File: src/rtl/alu_control_seq.sv
// Registered ALU control decoder with mul/div busy sequencing; decode latency 1 cycle, Busy for N cycles after a mul/div accept.
// in_ready drops while a mul/div is in flight; the source holds its op. No output backpressure.
module alu_control_seq #(
  parameter int ALUOP_W    = 4,
  parameter int FUNC_W     = 6,
  parameter int CTRL_W     = 4,
  parameter int MUL_CYCLES = 4,
  parameter int DIV_CYCLES = 16
) (
  input  logic               CLK,
  input  logic               Reset_L,
  input  logic               in_valid,
  output logic               in_ready,
  input  logic [ALUOP_W-1:0] ALUop,
  input  logic [FUNC_W-1:0]  FuncCode,
  output logic               out_valid,
  output logic [CTRL_W-1:0]  ALUCtrl,
  output logic               Illegal,
  output logic               MulDivStart,
  output logic [1:0]         MulDivOp,
  output logic               Busy,
  output logic               MulDivDone
);

  localparam int MAX_CYC = (MUL_CYCLES > DIV_CYCLES) ? MUL_CYCLES : DIV_CYCLES;
  localparam int CNT_W   = (MAX_CYC > 1) ? $clog2(MAX_CYC) : 1;

  localparam logic [CNT_W-1:0] MUL_LOAD = CNT_W'(MUL_CYCLES - 1);
  localparam logic [CNT_W-1:0] DIV_LOAD = CNT_W'(DIV_CYCLES - 1);

  localparam logic [FUNC_W-1:0] FN_AND   = FUNC_W'(6'b100100);
  localparam logic [FUNC_W-1:0] FN_OR    = FUNC_W'(6'b100101);
  localparam logic [FUNC_W-1:0] FN_ADD   = FUNC_W'(6'b100000);
  localparam logic [FUNC_W-1:0] FN_SLL   = FUNC_W'(6'b000000);
  localparam logic [FUNC_W-1:0] FN_SRL   = FUNC_W'(6'b000010);
  localparam logic [FUNC_W-1:0] FN_SUB   = FUNC_W'(6'b100010);
  localparam logic [FUNC_W-1:0] FN_SLT   = FUNC_W'(6'b101010);
  localparam logic [FUNC_W-1:0] FN_ADDU  = FUNC_W'(6'b100001);
  localparam logic [FUNC_W-1:0] FN_SUBU  = FUNC_W'(6'b100011);
  localparam logic [FUNC_W-1:0] FN_XOR   = FUNC_W'(6'b100110);
  localparam logic [FUNC_W-1:0] FN_SLTU  = FUNC_W'(6'b101011);
  localparam logic [FUNC_W-1:0] FN_NOR   = FUNC_W'(6'b100111);
  localparam logic [FUNC_W-1:0] FN_SRA   = FUNC_W'(6'b000011);
  localparam logic [FUNC_W-1:0] FN_MULT  = FUNC_W'(6'b011000);
  localparam logic [FUNC_W-1:0] FN_MULTU = FUNC_W'(6'b011001);
  localparam logic [FUNC_W-1:0] FN_DIV   = FUNC_W'(6'b011010);
  localparam logic [FUNC_W-1:0] FN_DIVU  = FUNC_W'(6'b011011);

  localparam logic [CTRL_W-1:0] C_AND    = CTRL_W'(4'b0000);
  localparam logic [CTRL_W-1:0] C_OR     = CTRL_W'(4'b0001);
  localparam logic [CTRL_W-1:0] C_ADD    = CTRL_W'(4'b0010);
  localparam logic [CTRL_W-1:0] C_SLL    = CTRL_W'(4'b0011);
  localparam logic [CTRL_W-1:0] C_SRL    = CTRL_W'(4'b0100);
  localparam logic [CTRL_W-1:0] C_SUB    = CTRL_W'(4'b0110);
  localparam logic [CTRL_W-1:0] C_SLT    = CTRL_W'(4'b0111);
  localparam logic [CTRL_W-1:0] C_ADDU   = CTRL_W'(4'b1000);
  localparam logic [CTRL_W-1:0] C_SUBU   = CTRL_W'(4'b1001);
  localparam logic [CTRL_W-1:0] C_XOR    = CTRL_W'(4'b1010);
  localparam logic [CTRL_W-1:0] C_SLTU   = CTRL_W'(4'b1011);
  localparam logic [CTRL_W-1:0] C_NOR    = CTRL_W'(4'b1100);
  localparam logic [CTRL_W-1:0] C_SRA    = CTRL_W'(4'b1101);
  localparam logic [CTRL_W-1:0] C_MULDIV = CTRL_W'(4'b1110);
  localparam logic [CTRL_W-1:0] C_ILL    = CTRL_W'(4'b1111);

  typedef enum logic [1:0] {ST_IDLE, ST_MUL, ST_DIV} state_e;

  typedef struct packed {
    logic              vld;
    logic [CTRL_W-1:0] ctrl;
    logic              illegal;
    logic              start;
    logic [1:0]        op;
  } out_t;

  state_e            state_q, state_d;
  logic [CNT_W-1:0]  cnt_q, cnt_d;
  out_t              out_q, out_d;

  logic [CTRL_W-1:0] pass_ctrl;
  logic [CTRL_W-1:0] dec_ctrl;
  logic              dec_illegal;
  logic              dec_md;
  logic [1:0]        dec_op;
  logic              accept;

  // Non-R-type ops pass straight through, truncated or zero-extended to CTRL_W.
  if (ALUOP_W >= CTRL_W) begin : g_trunc
    assign pass_ctrl = ALUop[CTRL_W-1:0];
  end else begin : g_zext
    assign pass_ctrl = {{(CTRL_W-ALUOP_W){1'b0}}, ALUop};
  end

  always_comb begin
    dec_ctrl    = pass_ctrl;
    dec_illegal = 1'b0;
    dec_md      = 1'b0;
    dec_op      = 2'b00;
    if (&ALUop) begin
      case (FuncCode)
        FN_AND:   dec_ctrl = C_AND;
        FN_OR:    dec_ctrl = C_OR;
        FN_ADD:   dec_ctrl = C_ADD;
        FN_SLL:   dec_ctrl = C_SLL;
        FN_SRL:   dec_ctrl = C_SRL;
        FN_SUB:   dec_ctrl = C_SUB;
        FN_SLT:   dec_ctrl = C_SLT;
        FN_ADDU:  dec_ctrl = C_ADDU;
        FN_SUBU:  dec_ctrl = C_SUBU;
        FN_XOR:   dec_ctrl = C_XOR;
        FN_SLTU:  dec_ctrl = C_SLTU;
        FN_NOR:   dec_ctrl = C_NOR;
        FN_SRA:   dec_ctrl = C_SRA;
        FN_MULT:  begin dec_ctrl = C_MULDIV; dec_md = 1'b1; dec_op = 2'b00; end
        FN_MULTU: begin dec_ctrl = C_MULDIV; dec_md = 1'b1; dec_op = 2'b01; end
        FN_DIV:   begin dec_ctrl = C_MULDIV; dec_md = 1'b1; dec_op = 2'b10; end
        FN_DIVU:  begin dec_ctrl = C_MULDIV; dec_md = 1'b1; dec_op = 2'b11; end
        default:  begin dec_ctrl = C_ILL; dec_illegal = 1'b1; end
      endcase
    end
  end

  assign in_ready   = (state_q == ST_IDLE);
  assign accept     = in_valid && in_ready;
  assign Busy       = (state_q != ST_IDLE);
  assign MulDivDone = Busy && (cnt_q == '0);

  // Registered fields hold between accepts; only the strobes fall back to 0.
  // MulDivOp is refreshed only by mul/div accepts.
  always_comb begin
    state_d   = state_q;
    cnt_d     = cnt_q;
    out_d     = out_q;
    out_d.vld   = 1'b0;
    out_d.start = 1'b0;
    case (state_q)
      ST_IDLE: begin
        if (accept) begin
          out_d.vld     = 1'b1;
          out_d.ctrl    = dec_ctrl;
          out_d.illegal = dec_illegal;
          if (dec_md) begin
            out_d.start = 1'b1;
            out_d.op    = dec_op;
            state_d     = dec_op[1] ? ST_DIV : ST_MUL;
            cnt_d       = dec_op[1] ? DIV_LOAD : MUL_LOAD;
          end
        end
      end
      ST_MUL, ST_DIV: begin
        if (cnt_q == '0) begin
          state_d = ST_IDLE;
        end else begin
          cnt_d = cnt_q - CNT_W'(1);
        end
      end
      default: state_d = ST_IDLE;
    endcase
  end

  always_ff @(posedge CLK) begin
    if (!Reset_L) begin
      state_q <= ST_IDLE;
      cnt_q   <= '0;
      out_q   <= '0;
    end else begin
      state_q <= state_d;
      cnt_q   <= cnt_d;
      out_q   <= out_d;
    end
  end

  assign out_valid   = out_q.vld;
  assign ALUCtrl     = out_q.ctrl;
  assign Illegal     = out_q.illegal;
  assign MulDivStart = out_q.start;
  assign MulDivOp    = out_q.op;

endmodule

File: config.mk
export PLATFORM = sky130hd
export DESIGN_NAME = alu_control_seq
export DESIGN_NICKNAME = d
export VERILOG_FILES = /design/src/rtl/alu_control_seq.sv
export SDC_FILE = /design/constraint.sdc
export NUM_CORES = 1
export LEC_CHECK = 0
export BUFFER_PORTS_ARGS = -buffer_cell sky130_fd_sc_hd__buf_2
export CAP_MARGIN = 20
export CORE_UTILIZATION = 47
export CTS_CLUSTER_DIAMETER = 120
export CTS_CLUSTER_SIZE = 20
export DETAILED_ROUTE_END_ITERATION = 10
export HOLD_SLACK_MARGIN = 0.08
export PLACE_DENSITY_LB_ADDON = 0.08
export SETUP_SLACK_MARGIN = 0.3
export SLEW_MARGIN = 20
export SYNTH_ARGS = -nofsm -noshare
export SYNTH_HDL_FRONTEND = slang
export SYNTH_SLANG_ARGS = --single-unit
File: constraint.sdc
create_clock -name CLK -period 1.7 [get_ports CLK]
set_input_delay 0.34 -clock CLK [delete_from_list [all_inputs] [get_ports CLK]]
set_output_delay 0.34 -clock CLK [all_outputs]
set_load 0.05 [all_outputs]
==> run_results.csv, run 1 <==
group,metric,value,unit
outcome,status,"finished, violations left",
outcome,violations,"setup timing",
synth,synthCells,132,
placed_design,preCtsSetupSlack,-39.2,ps
synth,synth.yosys.warnings,0,
timing,hold_violations,0,
clock_network,cts_htree_levels,1,
layout,flow.area_growth_from_synthesis,40.5,%
die,rows,16,
placed_design,post_detail_place_hpwl,1890,um
hold_path,holdCritPathClass,"input port to flip-flop",
global_route,antenna_found_initial,0,
global_route,grt_max_degree,15,
hold_path,min-delay-start,"ALUop[3]",
clock_network,cts-buffers-inserted,3,
pwr,irDropWorstVdd,0.379,mV
timing,worst-slew-pin-transition,408,ps
timing,worst_clock_skew,0.766,ps
global_route,first_global_vias,1017,
die,initial_cell_density_of_the_core,0.508,
die,die-width,48.5,um
detailed_routing,routedWlPerCell,14.0,um
clock_network,path_clk_slew,100,ps
layout,final_cell_area,1430,sq um
setup_path,critical_path_arrival,1510,ps
clock_network,cts_tree,"done",
setup_path,timing.critical_path.cells,"inv_2, ha_4, or3b_4, nor2_4, buf_8",
synth,ys_top_cells_by_area,"sky130_fd_sc_hd__dfxtp_1, sky130_fd_sc_hd__nand2_1, sky130_fd_sc_hd__nor2_1",
timing,share_of_the_clock_period_used_by_the_worst_path,1.09,
timing,finalWorstPathRequiredPeriod,1850,ps
hold_path,worstHoldPathCells,3,
setup_path,worst-setup-path-type,"flip-flop to primary output",
synth,synth-edff-count,0,
die,ios,25,
pwr,power.leakage,0.570,nW
synth,leading_cell_type_by_number_of_instances_after_synthesis,"sky130_fd_sc_hd__dfxtp_1",
setup_path,startpoint,"cnt_q[1]$_SDFFE_PN0P_",
clock_network,clk_root_buffer_cell,"sky130_fd_sc_hd__clkbuf_4",
setup_path,critical-path-max-stage-delay,410,ps
layout,drive_gt1_frac,0.441,
timing,timing.final.max_slew_violations,0,
flow_run,maxCapViolations,0,
detailed_routing,drtPass1Iterations,6,
detailed_routing,wl,2750,um
setup_path,cell_type_of_the_slowest_stage_on_the_worst_timing_path,"sky130_fd_sc_hd__or3b_4",
global_route,grt_usage,0.248,
setup_path,start_kind,"flip-flop",
die,die_outline_height,48.5,um
global_route,gr-total-overflow,0,
synth,post_synthesis_async_set_or_reset_flop_share,0,
setup_path,worst_r2r_start,"cnt_q[1]$_SDFFE_PN0P_",
detailed_routing,dr.first_iter.drc_count,44,
setup_path,timing.critical_path.required,1360,ps
detailed_routing,drt-vias-per-instance,5.76,
timing,unrepaired_setup_endpoints_after_global_routing,"yes",
global_route,grt_first_pass_wirelength,4680,um
die,die-area,2350,sq um
detailed_routing,route.detailed.drc,0,
clock_network,clock_path_buffers,2,
pwr,power.total,1000,uW
die,placeableCoreArea,2000,sq um
setup_path,worstRegToRegCells,9,
clock_network,clock_latency,290,ps
placed_design,io_buffers,24,
timing,setup_viol,6,
timing,slew_headroom,0.728,
synth,synth.ff_latch_count,15,
synth,synthDominantAreaCellType,"sky130_fd_sc_hd__dfxtp_1",
synth,synth.cells.most_frequent,"sky130_fd_sc_hd__dfxtp_1, sky130_fd_sc_hd__nand2_1, sky130_fd_sc_hd__nor2_1",
pwr,power_density,700,nW/um^2
synth,netlist-cell-type-count,45,
detailed_routing,antenna_left,0,
setup_path,timing.critical_path.fanout_max,2,
placed_design,gp_congestion,0.841,
setup_path,crit_path_end_kind,"primary output",
placed_design,postPlaceCellArea,1260,sq um
timing,setup_total_negative_slack,-342,ps
synth,syn_avg_cell_area,7.71,sq um
clock_network,holdBufCountCts,0,
layout,num-fill-cells,158,
synth,synth_area,1020,sq um
synth,synthDominantCellAreaShare,0.295,
timing,final.setup.worst_slack,-147,ps
timing,maximum_clock_frequency,541,MHz
synth,yosysSeqAreaShare,0.295,
synth,ys_dominant_reg_cell,"sky130_fd_sc_hd__dfxtp_1",
detailed_routing,route.vias.total,1135,
layout,final_nets,186,
synth,synth.net_count,147,
clock_network,cts_num_sinks,15,
layout,antenna-diode-count,0,
-- kinds of logic (layout without fill, tap and decap cells) --
kind of cell / count (synthesis) / count (layout) / synth area share
AND/OR/NAND/NOR: 57 / 57 / 0.296
AO/OA/AOI/OAI: 34 / 34 / 0.255
buffers and inverters: 19 / 57 / 0.0812
flip-flops: 15 / 15 / 0.295
adder cells (fa/ha/maj): 3 / 3 / 0.0344
multiplexers: 3 / 3 / 0.0295
XOR/XNOR: 1 / 1 / 0.00861
-- repair_timing --
| action | 4_1_cts | 5_1_grt |
|---|---|---|
| buffers inserted | 3 | 3 |
| endpoints found under the setup margin | 12 | 11 |
| endpoints found under the hold margin | 0 | 0 |
| pin swaps | 2 | 2 |
| gates cloned | 0 | 0 |
| gates resized for setup | 17 | 12 |
-- state kept, by name (all words and copies together) (netlist names) --
name and count:
ALUCtrl 4, cnt_q 4, MulDivOp 2, state_q 2
Illegal 1, MulDivStart 1, out_valid 1
-- routing by layer --
metal,track usage,part of all wire
met4,0.0735,0.018
met1,0.346,0.45
met2,0.401,0.47
met3,0.0283,0.060
met5,0,0
-- worst max-delay path, delay by kind of cell (launching register included) --
kind	cells	cell delay, ps
AND/OR/NAND/NOR	2	530
flip-flops	1	340
adder cells (fa/ha/maj)	1	130
buffers and inverters	2	220
-- report_power, final --
group          internal [mW]  leakage, nW  switching, mW
logic                  0.178        0.428          0.227
clock network         0.0877       0.0177          0.130
registers              0.368        0.124        0.00826
total                  0.634        0.570          0.366
-- final timing paths --
| path | to | slack, ps |
|---|---|---|
| setup reg to reg | state_q[1]$_SDFFE_PN0P_ | -60 |
| hold reg to reg | Illegal$_SDFFE_PN0P_ | 450 |
| hold / removal | ALUCtrl[3]$_SDFFE_PN0P_ | 300 |
| setup / recovery | MulDivDone | -150 |
-- through the flow --
stage	util	hold WS [ps]	std cells
2_1_floorplan	-	453	132
3_3_place_gp	0.629	436	187
3_5_place_dp	0.629	444	187
4_1_cts	0.680	300	194
5_1_grt	0.714	314	197
6_report	0.714	296	197
-- layout make-up --
class / count / area [sq um] / share of cell area
Clock buffer: 3 / 22.5 / 0.0158
Clock inverter: 1 / 5.00 / 0.00350
Inverter: 9 / 37.5 / 0.0263
Multi-Input combinational cell: 98 / 717 / 0.502
Sequential cell: 15 / 305 / 0.214
Tap cell: 27 / 33.8 / 0.0236
Timing Repair Buffer: 44 / 308 / 0.215
-- placed cells by master (no fill, tap or decap), drive strengths merged, types with 2 or more instances in the layout --
cell type,n
nor2,11
inv,8
a31oi,4
nor3,6
clkbuf,3
nand3,8
nand3b,2
dfxtp,15
nand4,2
mux2i,3
or3,2
o21ai,7
a211oi,2
a211o,3
ha,2
buf,44
o21a,3
a21oi,5
nor2b,2
a221oi,3
nand2,14
(Power assumes the default switching activity.)
==> run 2, diff against run 1 <==
--- a/config.mk
+++ b/config.mk
@@ -7,13 +7,15 @@
 export LEC_CHECK = 0
 export BUFFER_PORTS_ARGS = -buffer_cell sky130_fd_sc_hd__buf_2
 export CAP_MARGIN = 20
-export CORE_UTILIZATION = 47
+export CORE_UTILIZATION = 49
+export CTS_BUF_LIST = sky130_fd_sc_hd__clkbuf_8
 export CTS_CLUSTER_DIAMETER = 120
 export CTS_CLUSTER_SIZE = 20
 export DETAILED_ROUTE_END_ITERATION = 10
 export HOLD_SLACK_MARGIN = 0.08
 export PLACE_DENSITY_LB_ADDON = 0.08
 export SETUP_SLACK_MARGIN = 0.3
+export SKIP_CTS_REPAIR_TIMING = 1
 export SLEW_MARGIN = 20
 export SYNTH_ARGS = -nofsm -noshare
 export SYNTH_HDL_FRONTEND = slang
==> run_results.csv, run 2 (synthesis gave the netlist of run 1 again) <==
group,metric,value,unit
detailed_routing,route.vias.total,1122,
timing,maximum_clock_frequency,558,MHz
timing,setup_viol,1,
layout,flow.area_growth_from_synthesis,43.3,%
detailed_routing,antenna_left,0,
pwr,power.leakage,0.582,nW
die,die_outline_height,47.6,um
setup_path,critical_path_arrival,1450,ps
global_route,first_global_vias,843,
placed_design,preCtsSetupSlack,-25.2,ps
timing,final.setup.worst_slack,-92.9,ps
die,die-width,47.6,um
detailed_routing,dr.first_iter.drc_count,54,
clock_network,clock_path_buffers,2,
hold_path,holdCritPathClass,"input port to flip-flop",
die,die-area,2260,sq um
layout,num-fill-cells,155,
detailed_routing,drtPass1Iterations,4,
die,ios,25,
clock_network,cts_tree,"done",
die,rows,16,
placed_design,gp_congestion,0.849,
pwr,power.total,1.06,mW
pwr,power_density,724,nW/um^2
clock_network,clk_root_buffer_cell,"sky130_fd_sc_hd__clkbuf_8",
layout,regArea,304,sq um
timing,worst-slew-pin-transition,450,ps
timing,finalHoldWorstSlack,355,ps
layout,layout.cells.most_common,"sky130_fd_sc_hd__buf_2",
clock_network,cts_num_sinks,15,
timing,slew_headroom,0.700,
setup_path,start_kind,"flip-flop",
timing,share_of_the_clock_period_used_by_the_worst_path,1.05,
setup_path,timing.critical_path.required,1360,ps
setup_path,worst-setup-path-type,"flip-flop to primary output",
global_route,antenna_found_initial,0,
setup_path,crit_path_end_kind,"primary output",
die,initial_cell_density_of_the_core,0.518,
layout,drive_gt1_frac,0.432,
clock_network,cts_htree_levels,1,
die,placeableCoreArea,1960,sq um
global_route,gr-total-overflow,0,
flow_run,maxCapViolations,0,
timing,unrepaired_setup_endpoints_after_global_routing,"yes",
layout,multi_input_area,718,sq um
setup_path,timing.critical_path.fanout_max,3,
clock_network,path_clk_slew,60,ps
clock_network,cts-buffers-inserted,3,
layout,antenna-diode-count,0,
outcome,status,"finished, violations left",
pwr,irDropWorstVdd,0.477,mV
detailed_routing,drt-vias-per-instance,5.72,
global_route,grt_first_pass_wirelength,3760,um
placed_design,io_buffers,24,
layout,final_nets,185,
timing,finalWorstPathRequiredPeriod,1790,ps
placed_design,postPlaceCellArea,1240,sq um
global_route,grt_max_degree,15,
layout,mostFrequentLayoutCells,"sky130_fd_sc_hd__buf_2, sky130_fd_sc_hd__buf_4, sky130_fd_sc_hd__nand2_1, sky130_fd_sc_hd__dfxtp_1, sky130_fd_sc_hd__nand3_1",
global_route,grt_usage,0.228,
timing,hold_violations,0,
layout,final_cell_area,1460,sq um
clock_network,clock_latency,250,ps
layout,postLayoutCoreUtil,0.743,
placed_design,post_detail_place_hpwl,1820,um
timing,worst_clock_skew,2.90,ps
outcome,violations,"setup timing",
detailed_routing,routedWlPerCell,13.9,um
detailed_routing,route.detailed.drc,0,
detailed_routing,wl,2720,um
timing,timing.final.max_slew_violations,0,
==> run 2: worst paths after layout <==
kind,depth (start not counted),start,end,slack (ps)
worst max-delay path,5,cnt_q[0]$_SDFFE_PN0P_,MulDivDone,-90
worst min-delay path,3,ALUop[3],ALUCtrl[3]$_SDFFE_PN0P_,350
worst max register to register,8,cnt_q[0]$_SDFFE_PN0P_,cnt_q[3]$_SDFFE_PN0P_,30
worst min register to register,2,ALUCtrl[3]$_SDFFE_PN0P_,ALUCtrl[3]$_SDFFE_PN0P_,450
==> run 2: per-stage QoR <==
stage                     TNS (ps)  std cells
after floorplan               -102        132
after global placement           0        185
after detailed placement     -63.8        185
after CTS                     -352        189
after global routing          -163        196
final                        -92.9        196
==> run 2: critical path, cell delays in order (launching register included) <==
cell and delay, ps:
sky130_fd_sc_hd__dfxtp_2 320, sky130_fd_sc_hd__inv_2 80, sky130_fd_sc_hd__ha_4 130, sky130_fd_sc_hd__or3b_4 400, sky130_fd_sc_hd__nor2_4 130, sky130_fd_sc_hd__buf_8 150
==> run 2: final cells by class <==
type	instances	area share
timing repair buffer	43	0.218
multi-input combinational	98	0.493
clock buffer	3	0.0283
sequential	15	0.209
tap	27	0.0232
clock inverter	1	0.00343
inverter	9	0.0258
==> run 2: power by group <==
part,leakage (nW),internal (mW),switching [mW]
Sequential,0.124,0.368,0.00823
Clock,0.0255,0.162,0.128
Combinational,0.433,0.166,0.222
==> run 2: layer usage <==
layer / track usage / routed length (um) / vias to the layer above
li1: - / - / 556
met3: 0.0302 / 150 / 5
met5: 0 / 0 / -
met4: 0.0556 / 22 / 0
met2: 0.329 / 1270 / 47
met1: 0.353 / 1280 / 514
==> run 3, diff against run 2 <==
--- a/config.mk
+++ b/config.mk
@@ -7,7 +7,7 @@
 export LEC_CHECK = 0
 export BUFFER_PORTS_ARGS = -buffer_cell sky130_fd_sc_hd__buf_2
 export CAP_MARGIN = 20
-export CORE_UTILIZATION = 49
+export CORE_UTILIZATION = 54
 export CTS_BUF_LIST = sky130_fd_sc_hd__clkbuf_8
 export CTS_CLUSTER_DIAMETER = 120
 export CTS_CLUSTER_SIZE = 20
==> constraint.sdc (replaced) <==
create_clock -name CLK -period 1.8 [get_ports CLK]
set_input_delay 0.36 -clock CLK [delete_from_list [all_inputs] [get_ports CLK]]
set_output_delay 0.36 -clock CLK [all_outputs]
set_load 0.05 [all_outputs]
==> run_results.csv, run 3 (synthesis gave the netlist of run 1 again) <==
group,metric,value,unit
global_route,gr-total-overflow,0,
pwr,power_density,695,nW/um^2
die,rows,15,
clock_network,path_clk_slew,60,ps
detailed_routing,routedWlPerCell,14.1,um
flow_run,maxCapViolations,0,
setup_path,timing.critical_path.fanout_max,4,
placed_design,io_buffers,24,
detailed_routing,dr.first_iter.drc_count,38,
detailed_routing,route.vias.total,1118,
layout,post_layout_nonfiller_instances,187,
layout,postLayoutCoreUtil,0.777,
detailed_routing,antenna_left,0,
timing,unrepaired_setup_endpoints_after_global_routing,"yes",
outcome,status,"completed",
die,die-width,45.4,um
layout,regArea,305,sq um
timing,share_of_the_clock_period_used_by_the_worst_path,0.985,
die,ios,25,
detailed_routing,wl,2640,um
clock_network,cts-buffers-inserted,3,
die,die_outline_height,45.4,um
timing,worst-slew-pin-transition,430,ps
layout,multi_input_area,704,sq um
detailed_routing,drt-vias-per-instance,5.98,
pwr,power.leakage,0.535,nW
placed_design,place_inst,179,
setup_path,start_kind,"flip-flop",
detailed_routing,route.detailed.drc,0,
timing,finalWorstPathRequiredPeriod,1770,ps
layout,layout.cells.most_common,"sky130_fd_sc_hd__buf_2",
timing,timing.final.max_slew_violations,0,
layout,flow.area_growth_from_synthesis,33.3,%
setup_path,crit_path_end_kind,"primary output",
global_route,antenna_found_initial,0,
global_route,grt_usage,0.255,
clock_network,clock_path_buffers,2,
timing,hold_violations,0,
clock_network,cts_htree_levels,1,
placed_design,post_detail_place_hpwl,1870,um
die,die-area,2060,sq um
layout,final_nets,178,
layout,final_cell_area,1360,sq um
timing,setup_viol,0,
die,initial_cell_density_of_the_core,0.583,
global_route,grt_max_degree,15,
layout,drive_gt1_frac,0.395,
setup_path,worst-setup-path-type,"flip-flop to primary output",
global_route,grt_first_pass_wirelength,3840,um
timing,slew_headroom,0.713,
setup_path,timing.critical_path.required,1440,ps
timing,final.setup.worst_slack,26.7,ps
clock_network,clk_root_buffer_cell,"sky130_fd_sc_hd__clkbuf_8",
hold_path,holdCritPathClass,"input port to flip-flop",
layout,num-fill-cells,139,
layout,mostFrequentLayoutCells,"sky130_fd_sc_hd__buf_2, sky130_fd_sc_hd__nand2_1, sky130_fd_sc_hd__dfxtp_1, sky130_fd_sc_hd__buf_4",
die,placeableCoreArea,1750,sq um
setup_path,critical_path_arrival,1410,ps
placed_design,preCtsSetupSlack,51.3,ps
timing,worst_clock_skew,1.60,ps
pwr,irDropWorstVdd,0.480,mV
placed_design,postPlaceCellArea,1210,sq um
placed_design,gp_congestion,0.819,
clock_network,clock_latency,240,ps
timing,maximum_clock_frequency,564,MHz
clock_network,cts_tree,"done",
clock_network,cts_num_sinks,15,
global_route,first_global_vias,969,
detailed_routing,drtPass1Iterations,4,
layout,antenna-diode-count,0,
run 3: metrics by stage:
stage | setup TNS (ps) | total power [mW] | hold slack (ps)
after floorplan | 0 | 0.572 | 453
after global placement | 0 | 0.631 | 439
after detailed placement | 0 | 0.639 | 447
after CTS | -218 | 0.900 | 377
after global routing | -11.6 | 0.992 | 388
final | 0 | 0.943 | 375
run 3: path summary, 6_finish.rpt:
path                                   to  cells after the start  slack, ps                    start
hold reg to reg   ALUCtrl[0]$_SDFFE_PN0P_                      2        450  ALUCtrl[0]$_SDFFE_PN0P_
hold / removal    ALUCtrl[0]$_SDFFE_PN0P_                      3        370                 ALUop[0]
setup / recovery               MulDivDone                      5         30    cnt_q[0]$_SDFFE_PN0P_
setup reg to reg    cnt_q[3]$_SDFFE_PN0P_                      7        140    cnt_q[0]$_SDFFE_PN0P_
run 3: final cells by class:
class	instances	area share
clock buffer	3	0.0304
clock inverter	1	0.00277
inverter	9	0.0295
multi-input combinational	98	0.519
sequential	15	0.225
tap	25	0.0231
timing repair buffer	36	0.170
run 3: worst max-delay path, cell delays in order (launching register included):
cell	delay, ps
sky130_fd_sc_hd__dfxtp_2	330
sky130_fd_sc_hd__inv_4	70
sky130_fd_sc_hd__ha_4	120
sky130_fd_sc_hd__or3b_4	400
sky130_fd_sc_hd__nor2_4	90
sky130_fd_sc_hd__buf_6	150
run 3: power breakdown:
part / internal [mW] / switching (mW)
clock network: 0.151 / 0.108
logic: 0.131 / 0.196
registers: 0.349 / 0.00873
total: 0.630 / 0.313
run 3: per-layer routing:
| layer | up-vias | GRT usage | part of all wire |
|---|---|---|---|
| li1 | 541 | - | - |
| met1 | 522 | 0.299 | 0.40 |
| met2 | 45 | 0.443 | 0.53 |
| met3 | 10 | 0.0437 | 0.051 |
| met4 | 0 | 0.127 | 0.023 |
| met5 | - | 0 | 0 |
